==> config.mk <==
export PLATFORM = sky130hd
export DESIGN_NAME = writeback_unit
export DESIGN_NICKNAME = d
export VERILOG_FILES = /design/src/rtl/writeback_unit.sv
export SDC_FILE = /design/constraint.sdc
export NUM_CORES = 1
export LEC_CHECK = 0
export ABC_AREA = 1
export CAP_MARGIN = 30
export CORE_AREA = 2 2 167 169
export CTS_CLUSTER_SIZE = 8
export DETAILED_ROUTE_END_ITERATION = 8
export DIE_AREA = 0 0 169 171
export DONT_BUFFER_PORTS = 1
export PLACE_DENSITY = 0.62
export SLEW_MARGIN = 20
export SYNTH_ARGS = -nofsm -noshare
export SYNTH_HDL_FRONTEND = slang
export SYNTH_SLANG_ARGS = --single-unit
==> constraint.sdc <==
create_clock -name i_clk -period 1.6 [get_ports i_clk]
set_input_delay 0.24 -clock i_clk [delete_from_list [all_inputs] [get_ports i_clk]]
set_output_delay 0.24 -clock i_clk [all_outputs]
set_load 0.05 [all_outputs]
==> src/rtl/writeback_unit.sv <==
// -----------------------------------------------------------------------------
// writeback_unit
//
// Final pipeline stage between MEM and the register file. Accepts one retiring
// instruction per cycle over a valid/ready handshake, selects the result
// source, and drives a registered register-file write port. Loads park the
// unit in WAIT_RSP until the data-memory response arrives. The returned word
// is then byte-aligned and sign/zero-extended. Misaligned or illegal loads
// raise a one-cycle trap instead of retiring.
//
// Ports
//   i_clk, i_rst                 clock, asynchronous active-low reset
//   i_valid / o_ready            MEM-stage handshake (o_ready is state-only)
//   i_reg_write, i_mem_read      instruction writes rd / instruction is a load
//   i_wb_sel                     0 alu, 1 mem, 2 pc_plus4, 3 imm
//   i_rd_addr, i_funct3          destination register, load size/sign
//   i_addr_ofs                   byte lane of the load inside the memory word
//   i_alu_result, i_pc_plus4,
//   i_imm                        candidate results
//   i_rsp_valid, i_rsp_data      data-memory read response
//   o_rf_we/o_rf_waddr/o_rf_wdata  registered register-file write port
//   o_retire, o_trap             one-cycle retire / load-fault pulses
//   o_retire_count               wrapping retired-instruction counter
// -----------------------------------------------------------------------------
module writeback_unit #(
  parameter  int XLEN  = 32,
  parameter  int CNT_W = 32,
  localparam int OFS_W = $clog2(XLEN / 8)
) (
  input  logic             i_clk,
  input  logic             i_rst,
  input  logic             i_valid,
  output logic             o_ready,
  input  logic             i_reg_write,
  input  logic             i_mem_read,
  input  logic [1:0]       i_wb_sel,
  input  logic [4:0]       i_rd_addr,
  input  logic [2:0]       i_funct3,
  input  logic [OFS_W-1:0] i_addr_ofs,
  input  logic [XLEN-1:0]  i_alu_result,
  input  logic [XLEN-1:0]  i_pc_plus4,
  input  logic [XLEN-1:0]  i_imm,
  input  logic             i_rsp_valid,
  input  logic [XLEN-1:0]  i_rsp_data,
  output logic             o_rf_we,
  output logic [4:0]       o_rf_waddr,
  output logic [XLEN-1:0]  o_rf_wdata,
  output logic             o_retire,
  output logic             o_trap,
  output logic [CNT_W-1:0] o_retire_count
);

  typedef enum logic {
    IDLE     = 1'b0,
    WAIT_RSP = 1'b1
  } state_t;

  localparam logic [1:0] WB_ALU = 2'd0;
  localparam logic [1:0] WB_MEM = 2'd1;
  localparam logic [1:0] WB_PC4 = 2'd2;

  state_t            state_q;

  // Hold register: the instruction accepted on the last transfer. Only loads
  // need it, since they complete several cycles after the MEM stage moved on.
  logic              hold_reg_write_q;
  logic              hold_bad_q;
  logic [1:0]        hold_wb_sel_q;
  logic [4:0]        hold_rd_q;
  logic [2:0]        hold_funct3_q;
  logic [OFS_W-1:0]  hold_ofs_q;
  logic [XLEN-1:0]   hold_alu_q;
  logic [XLEN-1:0]   hold_pc4_q;
  logic [XLEN-1:0]   hold_imm_q;

  logic              rf_we_q;
  logic [4:0]        rf_waddr_q;
  logic [XLEN-1:0]   rf_wdata_q;
  logic              retire_q;
  logic              trap_q;
  logic [CNT_W-1:0]  count_q;

  logic [XLEN-1:0]   sel_in;
  logic [XLEN-1:0]   sel_hold;
  logic [XLEN-1:0]   shifted;
  logic [XLEN-1:0]   ld_data;
  logic              bad_load_in;
  logic              misaligned_in;
  logic              illegal_in;
  logic [CNT_W-1:0]  count_d;

  function automatic logic [XLEN-1:0] pick_src(
    input logic [1:0]      sel,
    input logic [XLEN-1:0] alu,
    input logic [XLEN-1:0] mem,
    input logic [XLEN-1:0] pc4,
    input logic [XLEN-1:0] imm
  );
    case (sel)
      WB_ALU:  return alu;
      WB_MEM:  return mem;
      WB_PC4:  return pc4;
      default: return imm;
    endcase
  endfunction

  assign o_ready = (state_q == IDLE);

  // Non-loads select straight from the live inputs. Loads select from the
  // held copy, with the "mem" source replaced by the extracted load data.
  assign sel_in   = pick_src(i_wb_sel, i_alu_result, i_rsp_data, i_pc_plus4, i_imm);
  assign sel_hold = pick_src(hold_wb_sel_q, hold_alu_q, ld_data, hold_pc4_q, hold_imm_q);

  // Byte lane i_addr_ofs moved down to bit 0. The size casts below extend
  // signed operands with their MSB and unsigned operands with zeros.
  assign shifted = i_rsp_data >> {hold_ofs_q, 3'b000};

  always_comb begin
    // NOTE: every output of a combinational block gets a default first, so
    // no path through the case can leave it unassigned and infer a latch.
    ld_data = '0;
    case (hold_funct3_q)
      3'b000:  ld_data = XLEN'($signed(shifted[7:0]));
      3'b100:  ld_data = XLEN'(shifted[7:0]);
      3'b001:  ld_data = XLEN'($signed(shifted[15:0]));
      3'b101:  ld_data = XLEN'(shifted[15:0]);
      3'b010:  ld_data = XLEN'($signed(shifted[31:0]));
      3'b110:  ld_data = XLEN'(shifted[31:0]);
      3'b011:  ld_data = shifted;
      default: ld_data = '0;
    endcase
  end

  // The fault is classified at accept time so WAIT_RSP only needs one flag.
  assign illegal_in = (i_funct3 == 3'b111) ||
                      ((XLEN == 32) && ((i_funct3 == 3'b110) || (i_funct3 == 3'b011)));

  always_comb begin
    misaligned_in = 1'b0;
    case (i_funct3[1:0])
      2'b01:   misaligned_in = i_addr_ofs[0];
      2'b10:   misaligned_in = (i_addr_ofs[1:0] != 2'b00);
      2'b11:   misaligned_in = (i_addr_ofs != '0);
      default: misaligned_in = 1'b0;
    endcase
  end

  assign bad_load_in = illegal_in | misaligned_in;

  // The counter wraps silently at 2^CNT_W.
  assign count_d = count_q + 1'b1;

  // NOTE: sequential state uses non-blocking assignments only, so every
  // register samples pre-edge values regardless of statement order.
  always_ff @(posedge i_clk or negedge i_rst) begin
    if (!i_rst) begin
      state_q          <= IDLE;
      hold_reg_write_q <= 1'b0;
      hold_bad_q       <= 1'b0;
      hold_wb_sel_q    <= '0;
      hold_rd_q        <= '0;
      hold_funct3_q    <= '0;
      hold_ofs_q       <= '0;
      hold_alu_q       <= '0;
      hold_pc4_q       <= '0;
      hold_imm_q       <= '0;
      rf_we_q          <= 1'b0;
      rf_waddr_q       <= '0;
      rf_wdata_q       <= '0;
      retire_q         <= 1'b0;
      trap_q           <= 1'b0;
      count_q          <= '0;
    end else begin
      // Pulses default low. The write address and data hold their values.
      rf_we_q  <= 1'b0;
      retire_q <= 1'b0;
      trap_q   <= 1'b0;

      case (state_q)
        IDLE: begin
          if (i_valid) begin
            hold_reg_write_q <= i_reg_write;
            hold_bad_q       <= bad_load_in;
            hold_wb_sel_q    <= i_wb_sel;
            hold_rd_q        <= i_rd_addr;
            hold_funct3_q    <= i_funct3;
            hold_ofs_q       <= i_addr_ofs;
            hold_alu_q       <= i_alu_result;
            hold_pc4_q       <= i_pc_plus4;
            hold_imm_q       <= i_imm;
            if (i_mem_read) begin
              state_q <= WAIT_RSP;
            end else begin
              retire_q <= 1'b1;
              count_q  <= count_d;
              if (i_reg_write && (i_rd_addr != 5'd0)) begin
                rf_we_q    <= 1'b1;
                rf_waddr_q <= i_rd_addr;
                rf_wdata_q <= sel_in;
              end
            end
          end
        end

        WAIT_RSP: begin
          if (i_rsp_valid) begin
            state_q <= IDLE;
            if (hold_bad_q) begin
              trap_q <= 1'b1;
            end else begin
              retire_q <= 1'b1;
              count_q  <= count_d;
              if (hold_reg_write_q && (hold_rd_q != 5'd0)) begin
                rf_we_q    <= 1'b1;
                rf_waddr_q <= hold_rd_q;
                rf_wdata_q <= sel_hold;
              end
            end
          end
        end

        default: state_q <= IDLE;
      endcase
    end
  end

  assign o_rf_we        = rf_we_q;
  assign o_rf_waddr     = rf_waddr_q;
  assign o_rf_wdata     = rf_wdata_q;
  assign o_retire       = retire_q;
  assign o_trap         = trap_q;
  assign o_retire_count = count_q;

endmodule

==> results of run 1 <==
cell type report:
| cell class | instances | area share |
|---|---|---|
| multi-input combinational | 1149 | 0.390 |
| timing repair inverter | 1 | 0.000560 |
| inverter | 93 | 0.0273 |
| clock buffer | 21 | 0.0343 |
| timing repair buffer | 227 | 0.163 |
| clock inverter | 11 | 0.00849 |
| sequential | 183 | 0.343 |
| tap | 346 | 0.0323 |
cell families (layout without fill, tap and decap cells):
kind of cell / Yosys count / after routing / share of synthesized area
AOI/OAI and AO/OA: 203 / 203 / 0.103
DFF: 183 / 183 / 0.441
xor gates and xnor gates: 26 / 26 / 0.0219
and+or+nand+nor: 919 / 919 / 0.361
adders and majority gates: 1 / 1 / 0.00120
buffers and inverters: 174 / 353 / 0.0723
state kept, by name, summed over array words and instances (netlist names):
signal            cells
hold_rd_q             5
hold_funct3_q         3
o_retire              1
hold_pc4_q           32
hold_bad_q            1
o_trap                1
hold_wb_sel_q         2
o_retire_count       32
o_rf_waddr            5
hold_reg_write_q      1
hold_ofs_q            2
hold_imm_q           32
state_q               1
hold_alu_q           32
o_rf_we               1
o_rf_wdata           32
routing by layer:
| metal | up-vias | track usage |
|---|---|---|
| met5 | - | 0 |
| met4 | 0 | 0.0836 |
| met3 | 74 | 0.0652 |
| met2 | 526 | 0.403 |
| met1 | 5095 | 0.363 |
| li1 | 5110 | - |
metrics by stage:
stage               hold WS, ns  cells  TNS [ns]  total power (W)  utilization
floorplan               -0.0556   1506         0           0.0104            -
detailed placement      -0.0486   1872    -0.895           0.0119        0.418
global placement        -0.0478   1872    -0.502           0.0119        0.418
global route             -0.535   2031     -1.58           0.0175        0.491
CTS                      -0.530   2023         0           0.0166        0.484
finish                   -0.509   2031   -0.0218           0.0166        0.491
worst register-to-register path: cells and delay by family, from the launching register on:
family | cells | cell delay [ns]
and+or+nand+nor | 7 | 0.57
DFF | 1 | 0.49
AOI/OAI and AO/OA | 1 | 0.26
buffers and inverters | 1 | 0.20
worst paths after layout:
kind | startpoint | to | slack (ns) | cells after the start
max in group asynchronous | i_rst | hold_alu_q[11]$_DFFE_PN0P_ | 1.61 | 0
max | hold_ofs_q[0]$_DFFE_PN0P_ | o_rf_wdata[0]$_DFFE_PN0P_ | -0.02 | 9
min reg2reg | hold_pc4_q[7]$_DFFE_PN0P_ | hold_pc4_q[7]$_DFFE_PN0P_ | 0.47 | 2
min in group i_clk | i_mem_read | state_q$_DFF_PN0_ | 0.02 | 2
min | i_rst | hold_pc4_q[17]$_DFFE_PN0P_ | -0.51 | 0
max reg2reg | hold_ofs_q[0]$_DFFE_PN0P_ | o_rf_wdata[0]$_DFFE_PN0P_ | -0.02 | 9
layout by cell type (no fill, tap or decap), types with 7 or more instances in the layout:
cell type	n
dfrtp_2	22
nor2_1	159
nand4_1	9
o21ai_1	45
buf_12	14
a31oi_1	8
buf_4	97
inv_1	84
xor2_1	17
clkbuf_16	17
nand2_1	600
nand3_1	91
nor2_2	8
xnor2_1	8
dlygate4sd3_1	109
nor2_4	7
dfrtp_1	161
nand2_2	14
o21ai_0	68
a21oi_1	61
o211ai_1	12
report_power, final:
part	total, W	internal, W	switching [W]
Combinational	0.00493	0.00186	0.00307
Sequential	0.00741	0.00555	0.00186
Clock	0.00431	0.00227	0.00204
Total	0.0166	0.00968	0.00697
what timing repair did:
| item | CTS | global route |
|---|---|---|
| cloned | 2 | 1 |
| pin swaps | 6 | 13 |
| setup endpoints to repair | 27 | 85 |
| endpoints found under the hold margin | 298 | 183 |
| setup buffers | 8 | 9 |
| resized for setup | 13 | 43 |
==> results by group, run 1 <==
Status
  • Status: finished with violations
  • Failing checks: negative hold slack, negative setup slack

Synth
  • Async SR Flop Fraction: 1.00
  • Area leader, netlist: dfrtp_1
  • Netlist cell types: 36
  • Mean Syn Cell Area: 6.90 um2
  • Cells after synthesis: 1506
  • Post-synthesis net count: 1653
  • Sequential share of the synthesized area: 0.441
  • Synth cell count leaders: nand2_1 (612), dfrtp_1 (183), nor2_1 (164), nand3_1 (94), inv_1 (85)
  • Yosys warns: 0
  • Cell area after synthesis: 10400 um2
  • Ys flop type: dfrtp_1
  • Share of the synthesized area in the top cell type: 0.441
  • EDFF count, synth: 0
  • Synth area leaders: dfrtp_1 (44%), nand2_1 (22%), nor2_1 (5.9%)
  • Synth Register Bits: 183
  • Top-count cell post-synth: nand2_1

Route
  • Drt total wl: 37700 um
  • Vias: 10800
  • Antenna Nets Post-Route: 0
  • Post-DR wirelength/cell: 18.6 um
  • Wl on met1: 16500 um
  • Vias per std cell: 5.32
  • Initial DRC count: 1097
  • Wire length on met2: 16600 um
  • DR WL met3: 3530 um
  • Highest metal used: met4
  • Drc violations: 0
  • Drt first pass iters: 6

Setup path
  • Crit-path cells: clkinvlp_4, nand2_2, nand2_2, o211ai_1, nand3_1, nand2_1, nand2_1, nand2_1, nand2_1
  • Setup CP Type: register to register
  • Worst Setup End Kind: register
  • CP Buf/Inv Count: 1
  • Crit-path most repeated cell: nand2_1
  • Element type at the critical path start: register
  • Crit-path leading delay family: simple AND/OR/NAND/NOR gates
  • Max incr delay on CP: 0.49 ns
  • CP required: 1.94 ns
  • Crit-path max FO: 8
  • CP arrival: 1.96 ns
  • Critical path's slowest cell: dfrtp_2

CTS
  • Num CTS Buffers: 17
  • Hold bufs inserted after CTS: 109
  • TritonCTS Sinks: 183
  • Clk slew on worst S/H paths: 0.08 ns
  • H-tree depth: 4
  • CTS tree: done
  • Clk buf depth: 2
  • Clk Latency, worst-skew pair: 0.45 ns
  • Clk root buf: clkbuf_16

STA
  • Worst-Margin Slew: 0.571 ns
  • Final WS setup: -0.0218 ns
  • Final Hold Viols: 183
  • Final critical-path share of the clock period: 1.01
  • Skew final: 0.0157 ns
  • WHS: -0.509 ns
  • Worst rel slew slack: 0.619
  • Unrepaired setup endpoints after global routing: true
  • Fin crit period: 1.62 ns
  • Slew Limit Fails: 0
  • FMAX: 617 MHz
  • Final setup vio count: 1

Layout
  • Multi-input gate area: 5230 um2
  • Layout area overhead: 29.2%
  • Fill cells: 2759
  • Diode count: 0
  • FF+latch area: 4610 um2
  • Layout cells sized above 1: 0.139
  • Nets: 1819
  • Post-Layout Inst Area: 13400 um2

Global routing
  • Congestion Overflow GR: 0
  • First-pass GRT wire length: 58800 um
  • Initial antenna violation count: 0
  • GRT Resource Usage Total: 0.262
  • Vias in the first global route: 10200
  • Largest net degree at the start of global routing: 184

Die
  • Io pins: 219
  • CORE AREA: 27300 um2
  • FP Rows: 61
  • Die height: 171 um
  • Initial Util: 0.380
  • DIE AREA: 28900 um2
  • Die Width: 169 um

Placed design
  • Pre-CTS setup slack: -0.131 ns
  • Post-DP HPWL: 25100 um
  • Area post-placement: 11400 um2
  • Routability congestion estimate from global placement: 0.958
  • IO Port Bufs: 0

Power and ir drop
  • Static leakage: 6.65 nW
  • IR Drop Worst-Case VDD: 564 uV
  • Power Density: 1240 nW/um2

Hold path
  • Worst Hold Class: input pin to async pin

Flow run
  • Max cap viols: 0
Power figures use the tool's default switching activity.
==> run 2: changes to the inputs <==
- CORE_AREA: 2 2 167 169 -> 2 2 135 137
- DIE_AREA: 0 0 169 171 -> 0 0 137 139
- PLACE_DENSITY: 0.62 -> 0.84
- SKIP_LAST_GASP: not set -> 1
==> results by group, run 2 (synthesis gave the netlist of run 1 again) <==
Global routing
  • Initial antenna violation count: 0
  • First-pass GRT wire length: 56800 um
  • Congestion Overflow GR: 0
  • Largest net degree at the start of global routing: 184
  • GRT Resource Usage Total: 0.381
  • Vias in the first global route: 10900

Route
  • Initial DRC count: 1336
  • Highest metal used: met4
  • Antenna Nets Post-Route: 0
  • Wl on met1: 13900 um
  • Drt first pass iters: 8
  • Wire length on met2: 17200 um
  • Drc violations: 0
  • Post-DR wirelength/cell: 20.2 um
  • Drt total wl: 38900 um
  • Vias per std cell: 6.03
  • Vias: 11600
  • DR WL met3: 5140 um

Power and ir drop
  • Power Density: 1250 nW/um2
  • IR Drop Worst-Case VDD: 930 uV
  • Static leakage: 6.77 nW
  • Total Power: 0.0170 W

Setup path
  • Max incr delay on CP: 0.44 ns
  • Setup CP Type: register to register
  • Critical path's slowest cell: dfrtp_2
  • Crit-path most repeated cell: buf_12
  • Crit-path max FO: 9
  • CP required: 1.96 ns
  • Crit-path cells: buf_6, nand3_4, nand3b_1, nand2_4, buf_12, buf_12, buf_4, nor2_1, a31oi_1
  • Element type at the critical path start: register
  • Worst Setup End Kind: register
  • Crit-path leading delay family: buffers and inverters
  • CP Buf/Inv Count: 4
  • CP arrival: 2.04 ns

Layout
  • Diode count: 0
  • Commonest cells after routing, fill and taps aside: nand2_1 (599), dfrtp_1 (163), nor2_1 (153), dlygate4sd3_1 (108), buf_4 (99)
  • Fill cells: 1251
  • Nets: 1828
  • Core Util, Final: 0.769
  • Cell Count, Final, Fillers Out: 1923
  • Most common cell after layout, fill and taps aside: nand2_1
  • Post-Layout Inst Area: 13600 um2
  • Layout area overhead: 30.8%
  • Layout cells sized above 1: 0.158

Hold path
  • Worst Hold Class: input pin to async pin

STA
  • Worst rel slew slack: 0.602
  • Final setup vio count: 11
  • Final critical-path share of the clock period: 1.05
  • Worst-Margin Slew: 0.597 ns
  • Skew final: 0.00875 ns
  • WHS: -0.513 ns
  • Final WS setup: -0.0854 ns
  • Unrepaired setup endpoints after global routing: true
  • FMAX: 593 MHz
  • Fin crit period: 1.69 ns
  • Final Hold Viols: 183
  • Slew Limit Fails: 0

CTS
  • Num CTS Buffers: 17
  • H-tree depth: 4
  • TritonCTS Sinks: 183
  • Clk root buf: clkbuf_16
  • Clk slew on worst S/H paths: 0.07 ns
  • Hold bufs inserted after CTS: 108
  • Clk buf depth: 2
  • Clk Latency, worst-skew pair: 0.44 ns
  • CTS tree: done

Die
  • Initial Util: 0.588
  • Io pins: 219
  • Die height: 139 um
  • Die Width: 137 um
  • CORE AREA: 17700 um2
  • DIE AREA: 19000 um2
  • FP Rows: 49

Flow run
  • Max cap viols: 0

Placed design
  • IO Port Bufs: 0
  • Placed cell count: 1758
  • Post-DP HPWL: 23200 um
  • Pre-CTS setup slack: -0.0469 ns
  • Routability congestion estimate from global placement: 0.959
  • Area post-placement: 11300 um2

Status
  • Status: finished with violations
  • Failing checks: negative hold slack, negative setup slack
[run 2: changes by cell type in the layout (fill, tap and decap cells not counted), moves of 3 or more]
cell / delta
clkbuf_16: +6
a21oi_2: +8
nand2_2: -4
nor2_2: +3
a21oi_1: -8
nor3_1: +3
nor2_1: -6
nor2_4: +3
nand2_4: +5
inv_1: -9
inv_2: +9
[run 2: layout make-up]
class	instances	area [um2]	share of cell area
Timing Repair Buffer	236	2400	0.177
Inverter	93	369	0.0272
Clock inverter	15	170	0.0125
Clock buffer	17	425	0.0313
Sequential cell	183	4600	0.339
Tap cell	229	287	0.0211
Timing Repair inverter	1	5.00	0.000368
Multi-Input combinational cell	1149	5330	0.392
[run 2: path summary, 6_finish.rpt]
| path | start | cells past startpoint | slack, ns | to |
|---|---|---|---|---|
| worst max-delay path | state_q$_DFF_PN0_ | 9 | -0.09 | o_rf_wdata[3]$_DFFE_PN0P_ |
| worst min-delay path | i_rst | 0 | -0.51 | hold_imm_q[20]$_DFFE_PN0P_ |
| worst max register to register | state_q$_DFF_PN0_ | 9 | -0.09 | o_rf_wdata[3]$_DFFE_PN0P_ |
| worst min register to register | hold_pc4_q[6]$_DFFE_PN0P_ | 2 | 0.47 | hold_pc4_q[6]$_DFFE_PN0P_ |
| max in group asynchronous | i_rst | 0 | 1.82 | o_retire_count[19]$_DFFE_PN0P_ |
| min in group i_clk | i_imm[27] | 2 | 0.01 | hold_imm_q[27]$_DFFE_PN0P_ |
[run 2: layer usage]
metal	vias to the layer above	GRT usage
met2	939	0.576
li1	5110	-
met5	-	0
met3	265	0.114
met4	0	0.192
met1	5287	0.495
[run 2: timing repair]
action / CTS / global route
buffers inserted: 2 / 12
hold endpoints to repair: 297 / 183
gates cloned: 1 / 11
gates resized for setup: 9 / 81
setup endpoints to repair: 8 / 51
pin swaps: 0 / 17
[run 2: metrics by stage]
| step | hold WS [ns] | setup TNS [ns] |
|---|---|---|
| after floorplan | -0.0556 | 0 |
| after global placement | -0.0486 | 0 |
| after detailed placement | -0.0521 | -0.133 |
| after CTS | -0.518 | -0.0650 |
| after global routing | -0.530 | -2.37 |
| final | -0.513 | -0.411 |
[run 2: power breakdown]
part           switching, W  internal [W]
clock               0.00203       0.00234
combinational       0.00323       0.00196
sequential          0.00193       0.00555
total               0.00718       0.00985
[run 2: worst reg2reg max path, stage by stage, from the launching register on]
cell	delay (ns)
dfrtp_2	0.44
buf_6	0.14
nand3_4	0.08
nand3b_1	0.21
nand2_4	0.13
buf_12	0.13
buf_12	0.13
buf_4	0.14
nor2_1	0.05
a31oi_1	0.16
==> run 3: changes to the inputs <==
- SKIP_LAST_GASP: 1 -> not set
==> results by group, run 3 (synthesis gave the netlist of run 1 again) <==
Route
  • Drc violations: 0
  • Initial DRC count: 1312
  • Post-DR wirelength/cell: 20.0 um
  • Antenna Nets Post-Route: 0
  • Drt total wl: 38400 um
  • Drt first pass iters: 9
  • Vias per std cell: 6.01
  • Vias: 11500

CTS
  • Num CTS Buffers: 17
  • CTS tree: done
  • Clk root buf: clkbuf_16
  • H-tree depth: 4
  • TritonCTS Sinks: 183
  • Clk buf depth: 2
  • Clk slew on worst S/H paths: 0.07 ns
  • Clk Latency, worst-skew pair: 0.44 ns
  • Hold bufs inserted after CTS: 108

Layout
  • Layout cells sized above 1: 0.162
  • Cell Count, Final, Fillers Out: 1922
  • Most common cell after layout, fill and taps aside: nand2_1
  • Diode count: 0
  • Layout area overhead: 30.8%
  • Post-Layout Inst Area: 13600 um2
  • Commonest cells after routing, fill and taps aside: nand2_1 (591), dfrtp_1 (163), nor2_1 (154), dlygate4sd3_1 (108), buf_4 (97)
  • Nets: 1827

Setup path
  • Setup CP Type: register to register
  • Max incr delay on CP: 0.44 ns
  • Worst Setup End Kind: register
  • CP required: 1.92 ns
  • Element type at the critical path start: register
  • CP arrival: 1.95 ns
  • CP Buf/Inv Count: 4
  • Crit-path leading delay family: buffers and inverters
  • Crit-path max FO: 8
  • Critical path's slowest cell: dfrtp_2
  • Crit-path cells: buf_6, nand3_4, nand3b_1, nand2_4, buf_12, clkbuf_16, nand2_1, inv_1, a21oi_1

Flow run
  • Max cap viols: 0

Placed design
  • Post-DP HPWL: 23200 um
  • IO Port Bufs: 0
  • Routability congestion estimate from global placement: 0.959
  • Placed cell count: 1758
  • Area post-placement: 11300 um2

STA
  • Final critical-path share of the clock period: 1.02
  • Skew final: 0.0134 ns
  • WHS: -0.506 ns
  • Final WS setup: -0.0272 ns
  • FMAX: 615 MHz
  • Final setup vio count: 8
  • Fin crit period: 1.63 ns
  • Final Hold Viols: 183
  • Post-route setup TNS: -0.112 ns
  • Worst-Margin Slew: 0.634 ns
  • Worst rel slew slack: 0.578
  • Slew Limit Fails: 0
  • Unrepaired setup endpoints after global routing: true

Power and ir drop
  • Power Density: 1250 nW/um2
  • Static leakage: 6.77 nW
  • IR Drop Worst-Case VDD: 919 uV

Hold path
  • Worst Hold Class: input pin to async pin

Die
  • Die Width: 137 um
  • DIE AREA: 19000 um2
  • Initial Util: 0.588
  • Io pins: 219
  • Die height: 139 um
  • CORE AREA: 17700 um2
  • FP Rows: 49

Global routing
  • GRT Resource Usage Total: 0.381
  • Initial antenna violation count: 0
  • Vias in the first global route: 10900
  • Congestion Overflow GR: 0
  • First-pass GRT wire length: 56800 um
  • Largest net degree at the start of global routing: 184

Status
  • Status: finished with violations
  • Failing checks: negative hold slack, negative setup slack
run 3: what timing repair did:
action | in CTS | in global routing
gates cloned | 1 | 8
pin swaps | 1 | 26
setup buffers | 2 | 13
endpoints found under the setup margin | 8 | 50
resized for setup | 10 | 96
hold endpoints to repair | 297 | 183
run 3: worst register-to-register path, stage by stage (launching register included):
cell,delay [ns]
dfrtp_2,0.44
buf_6,0.13
nand3_4,0.09
nand3b_1,0.22
nand2_4,0.13
buf_12,0.15
clkbuf_16,0.18
nand2_1,0.06
inv_1,0.06
a21oi_1,0.06
run 3: stage by stage:
stage	utilization	setup slack, ns	total power, W	hold slack (ns)
after floorplan	-	0.00169	0.0104	-0.0556
after global placement	0.638	0.0434	0.0117	-0.0486
after detailed placement	0.638	-0.0469	0.0118	-0.0521
after CTS	0.737	-0.0135	0.0164	-0.518
after global routing	0.769	-0.103	0.0177	-0.523
final	0.769	-0.0272	0.0170	-0.506
run 3: area by class of cell:
type / instances / area, um2
clock buffer: 17 / 425
clock inverter: 15 / 170
fill: 1244 / 4070
inverter: 93 / 369
multi-input combinational: 1149 / 5370
sequential: 183 / 4600
tap: 229 / 287
timing repair buffer: 235 / 2360
timing repair inverter: 1 / 6.26
run 3: path summary, 6_finish.rpt:
| path | depth (start not counted) | from | slack [ns] | end |
|---|---|---|---|---|
| min in group i_clk | 2 | i_imm[27] | 0.02 | hold_imm_q[27]$_DFFE_PN0P_ |
| max in group asynchronous | 0 | i_rst | 1.87 | o_retire_count[13]$_DFFE_PN0P_ |
| hold / removal | 0 | i_rst | -0.51 | hold_pc4_q[17]$_DFFE_PN0P_ |
| setup / recovery | 9 | state_q$_DFF_PN0_ | -0.03 | o_rf_wdata[29]$_DFFE_PN0P_ |
| setup reg to reg | 9 | state_q$_DFF_PN0_ | -0.03 | o_rf_wdata[29]$_DFFE_PN0P_ |
| hold reg to reg | 2 | hold_pc4_q[2]$_DFFE_PN0P_ | 0.47 | hold_pc4_q[2]$_DFFE_PN0P_ |
run 3: report_power, final:
part	leakage, nW	switching, W	internal, W
registers	2.21	0.00192	0.00555
logic	4.27	0.00321	0.00195
clock network	0.280	0.00202	0.00234
total	6.77	0.00715	0.00984
run 3: layer usage:
metal / vias to the layer above / part of all wire / GRT usage / wire length (um)
li1: 5114 / - / - / -
met1: 5301 / 0.36 / 0.495 / 13900
met2: 915 / 0.45 / 0.574 / 17200
met3: 213 / 0.13 / 0.114 / 5070
met4: 0 / 0.058 / 0.194 / 2230
met5: - / 0 / 0 / 0
